`src/rtl/dmem_arbiter_pkg.sv`:
```
// Shared constants for the data-memory arbiter: default widths, state
// encoding, owner codes and the starvation/timeout defaults.
package dmem_arbiter_pkg;

  localparam int XLEN_DEF       = 32;
  localparam int DMEM_WIDTH_DEF = 10;

  localparam int ARB_MAX_WAIT = 4;
  localparam int ARB_TIMEOUT  = 255;

  localparam int ARB_STATE_WIDTH = 2;

  typedef enum logic [ARB_STATE_WIDTH-1:0] {
    ARB_IDLE = 2'd0,
    ARB_BUSY = 2'd1,
    ARB_DONE = 2'd2
  } arb_state_t;

  localparam logic ARB_OWNER_EXE = 1'b0;
  localparam logic ARB_OWNER_DBG = 1'b1;

endpackage

```
`src/rtl/dmem_arbiter.sv`:
```
// Shares the data-memory port between the execute load/store path and the
// debug/loader port; fixed execute priority with starvation and timeout guards.
module dmem_arbiter
  import dmem_arbiter_pkg::*;
#(
  parameter int DMEM_WIDTH = DMEM_WIDTH_DEF,
  parameter int XLEN       = XLEN_DEF,
  parameter int MAX_WAIT   = ARB_MAX_WAIT,
  parameter int TIMEOUT    = ARB_TIMEOUT
) (
  input  logic                  clk,
  input  logic                  rst,
  input  logic                  exe_req,
  input  logic                  exe_we,
  input  logic [DMEM_WIDTH-1:0] exe_addr,
  input  logic [XLEN-1:0]       exe_wdata,
  input  logic [3:0]            exe_be,
  output logic                  exe_done,
  output logic                  exe_err,
  output logic [XLEN-1:0]       exe_rdata,
  output logic                  stall_exe,
  input  logic                  dbg_req,
  input  logic                  dbg_we,
  input  logic [DMEM_WIDTH-1:0] dbg_addr,
  input  logic [XLEN-1:0]       dbg_wdata,
  input  logic [3:0]            dbg_be,
  output logic                  dbg_done,
  output logic                  dbg_err,
  output logic [XLEN-1:0]       dbg_rdata,
  output logic                  mem_req,
  output logic                  mem_we,
  output logic [DMEM_WIDTH-1:0] mem_addr,
  output logic [XLEN-1:0]       mem_wdata,
  output logic [3:0]            mem_be,
  input  logic                  mem_ack,
  input  logic [XLEN-1:0]       mem_rdata
);

  localparam int TW = $clog2(TIMEOUT + 1);
  localparam int SW = $clog2(MAX_WAIT + 1);

  arb_state_t    state_reg;
  logic          owner_reg;
  logic [TW-1:0] tmo_cnt_reg;
  logic [SW-1:0] starve_cnt_reg;

  logic          starved;
  logic          exe_win;
  logic          dbg_win;
  logic [TW-1:0] tmo_next;
  logic          tmo_hit;

  always_comb begin
    starved  = (starve_cnt_reg == SW'(MAX_WAIT));
    exe_win  = exe_req & ~(dbg_req & starved);
    dbg_win  = dbg_req & ~exe_win;
    tmo_next = tmo_cnt_reg + 1'b1;
    // tmo_next counts the current BUSY cycle, so the port is held for exactly TIMEOUT cycles
    tmo_hit  = (tmo_next == TW'(TIMEOUT));
  end

  assign stall_exe = exe_req & ~exe_done;

  always_ff @(posedge clk or negedge rst) begin
    if (!rst) begin
      state_reg      <= ARB_IDLE;
      owner_reg      <= ARB_OWNER_EXE;
      tmo_cnt_reg    <= '0;
      starve_cnt_reg <= '0;
      mem_req        <= 1'b0;
      mem_we         <= 1'b0;
      mem_addr       <= '0;
      mem_wdata      <= '0;
      mem_be         <= '0;
      exe_done       <= 1'b0;
      exe_err        <= 1'b0;
      exe_rdata      <= '0;
      dbg_done       <= 1'b0;
      dbg_err        <= 1'b0;
      dbg_rdata      <= '0;
    end else begin
      exe_done <= 1'b0;
      dbg_done <= 1'b0;
      exe_err  <= 1'b0;
      dbg_err  <= 1'b0;
      case (state_reg)
        ARB_IDLE: begin
          if (exe_win || dbg_win) begin
            owner_reg   <= dbg_win ? ARB_OWNER_DBG : ARB_OWNER_EXE;
            mem_req     <= 1'b1;
            mem_we      <= dbg_win ? dbg_we    : exe_we;
            mem_addr    <= dbg_win ? dbg_addr  : exe_addr;
            mem_wdata   <= dbg_win ? dbg_wdata : exe_wdata;
            mem_be      <= dbg_win ? dbg_be    : exe_be;
            tmo_cnt_reg <= '0;
            state_reg   <= ARB_BUSY;
            if (dbg_win)
              starve_cnt_reg <= '0;
            else if (dbg_req && !starved)
              starve_cnt_reg <= starve_cnt_reg + 1'b1;
          end
        end
        ARB_BUSY: begin
          tmo_cnt_reg <= tmo_next;
          if (mem_ack || tmo_hit) begin
            mem_req   <= 1'b0;
            state_reg <= ARB_DONE;
            if (owner_reg == ARB_OWNER_DBG) begin
              dbg_done  <= 1'b1;
              dbg_err   <= ~mem_ack;
              dbg_rdata <= mem_ack ? mem_rdata : '0;
            end else begin
              exe_done  <= 1'b1;
              exe_err   <= ~mem_ack;
              exe_rdata <= mem_ack ? mem_rdata : '0;
            end
          end
        end
        ARB_DONE: state_reg <= ARB_IDLE;
        default:  state_reg <= ARB_IDLE;
      endcase
    end
  end

endmodule

```
`config.mk`:
```
export PLATFORM = sky130hd
export DESIGN_NAME = dmem_arbiter
export DESIGN_NICKNAME = d
export VERILOG_FILES = /design/src/rtl/dmem_arbiter_pkg.sv /design/src/rtl/dmem_arbiter.sv
export SDC_FILE = /design/constraint.sdc
export NUM_CORES = 1
export LEC_CHECK = 0
export ABC_AREA = 1
export CAP_MARGIN = 25
export CORE_AREA = 2 2 101 103
export CTS_BUF_LIST = sky130_fd_sc_hd__clkbuf_4
export CTS_CLUSTER_DIAMETER = 100
export DETAILED_ROUTE_END_ITERATION = 12
export DIE_AREA = 0 0 103 105
export DONT_BUFFER_PORTS = 1
export PLACE_DENSITY = 0.74
export SLEW_MARGIN = 20
export SYNTH_ARGS = -nofsm -noshare
export SYNTH_HDL_FRONTEND = slang
export SYNTH_SLANG_ARGS = --single-unit
```
`constraint.sdc`:
```
create_clock -name clk -period 3 [get_ports clk]
set_clock_uncertainty 0.05 [all_clocks]
set_input_delay 0.6 -clock clk [delete_from_list [all_inputs] [get_ports clk]]
set_output_delay 0.6 -clock clk [all_outputs]
set_load 0.03 [all_outputs]
```
Yosys cells after proc, flatten, opt, wreduce, memory -nomap -nowiden
Index checks and enable logic that the tools add are counted.
{"block": "totals", "ff_bits": 130, "input_bits": 131, "elab_cells": 73}
{"block": "classes", "addsub": 2, "n_eq_ne": 5, "muxes": 28, "bitwise": 9, "n_reduce_logical": 14}
{"operator": "$mux W32", "n": 2}
{"operator": "$mux W1", "n": 16}
{"operator": "$pmux W8 S2", "n": 1}
{"operator": "$reduce_and A3 Y1", "n": 4}
{"operator": "$mux W10", "n": 1}
{"operator": "$add A8 B1 Y8 const B", "n": 1}
{"operator": "$eq A8 B8 Y1 const B", "n": 1}
{"operator": "$mux W8", "n": 1}
{"operator": "$mux W3", "n": 2}
{"operator": "$reduce_and A2 Y1", "n": 3}
{"operator": "$not A1 Y1", "n": 5}
{"operator": "$and A1 B1 Y1", "n": 4}
{"operator": "$mux W2", "n": 2}
{"operator": "$mux W4", "n": 1}
{"operator": "$ne A2 B2 Y1 const B", "n": 2}
{"operator": "$pmux W2 S2", "n": 1}
{"operator": "$reduce_bool A2 Y1", "n": 2}
{"operator": "$add A3 B1 Y3 const B", "n": 1}
{"operator": "$eq A3 B3 Y1 const B", "n": 1}
{"operator": "$eq A2 B1 Y1 const B", "n": 1}
{"operator": "$logic_not A2 Y1", "n": 1}
{"operator": "$logic_or A1 B1 Y1", "n": 2}
{"operator": "$pmux W1 S2", "n": 1}
{"operator": "$logic_and A1 B1 Y1", "n": 1}
{"operator": "$logic_not A1 Y1", "n": 1}

Longest topological paths before layout
{"block": "logic_depth", "ltp_word": 9, "ltp_mapped": 13}

Least setup slack after synthesis
OpenSTA, ideal clock, no wires.
{"block": "synth_timing", "path_type": "input to register", "start": "input exe_req", "end": "register mem_wdata[10]", "setup_ns": 0.083, "arrival_time_ns": 1.597, "required_ns": 2.867, "path_slack_ns": 1.271, "path_stages": 7, "cell_sequence": "inv_1 > a21oi_1 > nor2_1 > clkbuf_1 > clkbuf_1 > o21ai_0 > o21ai_0"}
{"block": "synth_via", "elab_chain_len": 5, "word_cells_on_any_way": 6}
{"element": "from (decl)", "line_no": "dmem_arbiter.sv:13", "text": "input logic exe_req,"}
{"element": "$and A1 B1 Y1 (*)", "line_no": "dmem_arbiter.sv:55", "text": "exe_win = exe_req & ~(dbg_req & starved);"}
{"element": "$not A1 Y1", "line_no": "dmem_arbiter.sv:56", "text": "dbg_win = dbg_req & ~exe_win;"}
{"element": "$and A1 B1 Y1", "line_no": "dmem_arbiter.sv:56"}
{"element": "$logic_or A1 B1 Y1", "line_no": "dmem_arbiter.sv:88", "text": "if (exe_win || dbg_win) begin"}
{"element": "$reduce_and A2 Y1 (no line)"}
{"element": "to (signal assigned)", "line_no": "dmem_arbiter.sv:93", "text": "mem_wdata <= dbg_win ? dbg_wdata : exe_wdata;"}
{"element": "to (decl)", "line_no": "dmem_arbiter.sv:33", "text": "output logic [XLEN-1:0] mem_wdata,"}
Every way passes the cells marked *; elsewhere a longest branch is shown, timed or not.
A chain may end at the register's enable or synchronous reset.

Worst setup path after layout
{"block": "layout_timing", "start": "register exe_done", "end": "output stall_exe"}
{"block": "layout_via", "elab_chain_len": 2}
{"element": "from (decl)", "line_no": "dmem_arbiter.sv:18", "text": "output logic exe_done,"}
{"element": "from (signal assigned)", "line_no": "dmem_arbiter.sv:75", "text": "exe_done <= 1'b0;"}
{"element": "from (signal assigned)", "line_no": "dmem_arbiter.sv:82", "text": "exe_done <= 1'b0;"}
{"element": "from (signal assigned)", "line_no": "dmem_arbiter.sv:113", "text": "exe_done <= 1'b1;"}
{"element": "$not A1 Y1", "line_no": "dmem_arbiter.sv:62", "text": "assign stall_exe = exe_req & ~exe_done;"}
{"element": "$and A1 B1 Y1", "line_no": "dmem_arbiter.sv:62"}
{"element": "to (decl)", "line_no": "dmem_arbiter.sv:21", "text": "output logic stall_exe,"}
No other way between the ends.

==> impl_metrics.toml <==
[outcome]
status = "finished, violations left"
failed_checks = "negative hold slack"

[route]
avgRoutedWirePerCell_um = 17.9
routed_wl_um = 14000
post-route-drc-count = 0
ant_nets = 0
dr.first_iter.drc_count = 244
detail_route.first_pass.iterations = 4
vias = 4492
viasPerCell = 5.73

[synth]
netlist_instances = 657
synth_area_sq_um = 5690
synthAdderAreaFrac = 0.00880
muxShareOfSynthArea = 0
syn_avg_cell_area_sq_um = 8.66
synth_xor_area_frac = 0.00154
ys_ff_latch = 130
yosysWarnings = 0
synth_top_cell_by_area = "dfrtp_1"
synth_top_family_by_area = "simple AND/OR/NAND/NOR gates"
yosysSeqAreaShare = 0.572
ys_types = 21
synthSimpleGateAreaFrac = 0.260
synth_fp_nets = 792
synth-compound-area-share = 0.100
yosysTopAreaCellShare = 0.572
synth_area_leaders = "dfrtp_1 (57%), nand2_1 (13%), o21ai_0 (8.4%)"

[worst_setup_path]
cp-end-kind = "output port"
slowest_delay_ps = 510
critPathLaunch = "exe_done"
critPathKind = "register to output port"
path_max_fanout = 2
arrival_ps = 1530
path_cells = "nor2_1"
crit_path_top_delay_cell = "dfrtp_1"
reg2reg_from = "tmo_cnt_reg[1]"
cp-start-kind = "register"
critPathBufInv = 0
critical_path_required_ps = 2350
critPathTopFamily = "flip-flops"

[final_layout]
syn_to_final_growth_pct = 5.61
final_nets = 772
reg.largest.list = "dbg_rdata x32, exe_rdata x32, mem_wdata x32"
final_common_cell = "nand2_1"
drive_gt1_frac = 0.0692
layout_common_cells = "nand2_1 (200), dfrtp_1 (130), o21ai_0 (95)"

[timing]
report.final.slew_viol_count = 0
slew_headroom = 0.615
rsz0062_at_grt = "false"
fmax_mhz = 460
tightest_slew_ps = 575
fin_ws_ps = 824
fin_setup_tns_ps = 0
post-route-min-period_ps = 2180
setup_violations = 0
min_period_over_period = 0.725
hold_viol = 130
holdWs_ps = -270

[floorplanning]
die_area_sq_um = 10800
die_h_um = 105
fp.dieW_um = 103
start_util = 0.590
core_area_sq_um = 9640
rows = 36
ios = 248

[placed_design]
place_ws_ps = 888
dp_hpwl_um = 9440
io_buffer_count = 0
gp_congestion = 0.874

[hold_path]
min_path_type = "input port to async pin"

[power]
pwr-share-comb = 0.224
power_frac_clock = 0.163
swShare = 0.511
finalPower_uw = 7480
power.density_nw_per_um2 = 1250
seq_power_share = 0.613
p_switching_uw = 3830
cellLeakagePower_uw = 0.00293
peakVddDrop_mv = 0.580
p_int_uw = 3660

[clock_tree]
cts_resized = 0
cts_buffers = 17
clk_pin_slew_ps = 110
htreeDepth = 4
clock_sinks = 130
ctsRootBufferMaster = "clkbuf_4"
cts_tree = "yes"
clock_latency_ps = 500
cts_setup_buffers = 0
cts_buffer_depth = 2

[global_route]
grt_pass1_wl_um = 22100
grt_pass1_vias = 4370
grt_max_degree = 131
grt_use_total = 0.266
antenna_found_initial = 1
grt-ovfl-total = 0

[job]
cap_violations = 0
power by group through the flow:
stage | Clock (uW) | Sequential, uW | Combinational (uW)
global placement | 0 | 4620 | 1550
CTS | 1250 | 4600 | 1690
detailed placement | 0 | 4630 | 1700
global route | 1350 | 4690 | 1950
finish | 1220 | 4580 | 1680
floorplan | 0 | 4390 | 1370
cell type report:
type | count | area, sq um
fillers | 835 | 3630
flip-flops and latches | 130 | 3250
multi-input cells | 454 | 2110
well taps | 133 | 166
clock buffers | 21 | 158
clock inverters | 11 | 138
inverters | 26 | 97.6
repair buffers | 8 | 80.1
diodes | 1 | 2.50
through the flow:
stage / cell area, sq um / std cells / hold slack (ps) / util
finish: 6010 / 784 / -270 / 0.623
global placement: 5680 / 750 / 258 / 0.590
detailed placement: 5710 / 751 / 257 / 0.593
CTS: 6010 / 783 / -325 / 0.623
floorplan: 5690 / 657 / 254 / -
global route: 6010 / 784 / -344 / 0.623
synth_stat cells (all sizes together):
cell type and count:
clkinv 3, nand3 11, dfrtp 130, inv 23, clkbuf 34, o22ai 4, nand4 66, nand2 201
buf 13, ha 4, o21ai 105, xor2 1, a21oi 3, nor2 59
logic make-up after synthesis:
| family | after synthesis |
|---|---|
| XOR/XNOR | 1 |
| AO/OA/AOI/OAI | 112 |
| buffers and inverters | 73 |
| adder cells (fa/ha/maj) | 4 |
| flip-flops | 130 |
| AND/OR/NAND/NOR | 337 |
path summary, 6_finish.rpt:
path / depth (start not counted) / slack [ps] / endpoint
hold reg to reg: 1 / 430 / starve_cnt_reg[2]
min in group clk: 2 / 190 / dbg_rdata[1]
hold / removal: 0 / -270 / exe_rdata[23]
max in group asynchronous: 0 / 3000 / dbg_rdata[14]
setup reg to reg: 10 / 890 / dbg_rdata[13]
setup / recovery: 1 / 820 / stall_exe
layer usage:
layer,vias up,global-route usage,routed length [um]
met5,-,0,0
met4,0,0.112,293
met3,23,0.0870,1320
met2,191,0.442,7140
met1,2122,0.312,5290
li1,2156,-,-
No activity file was read; power rests on OpenSTA's default activity.
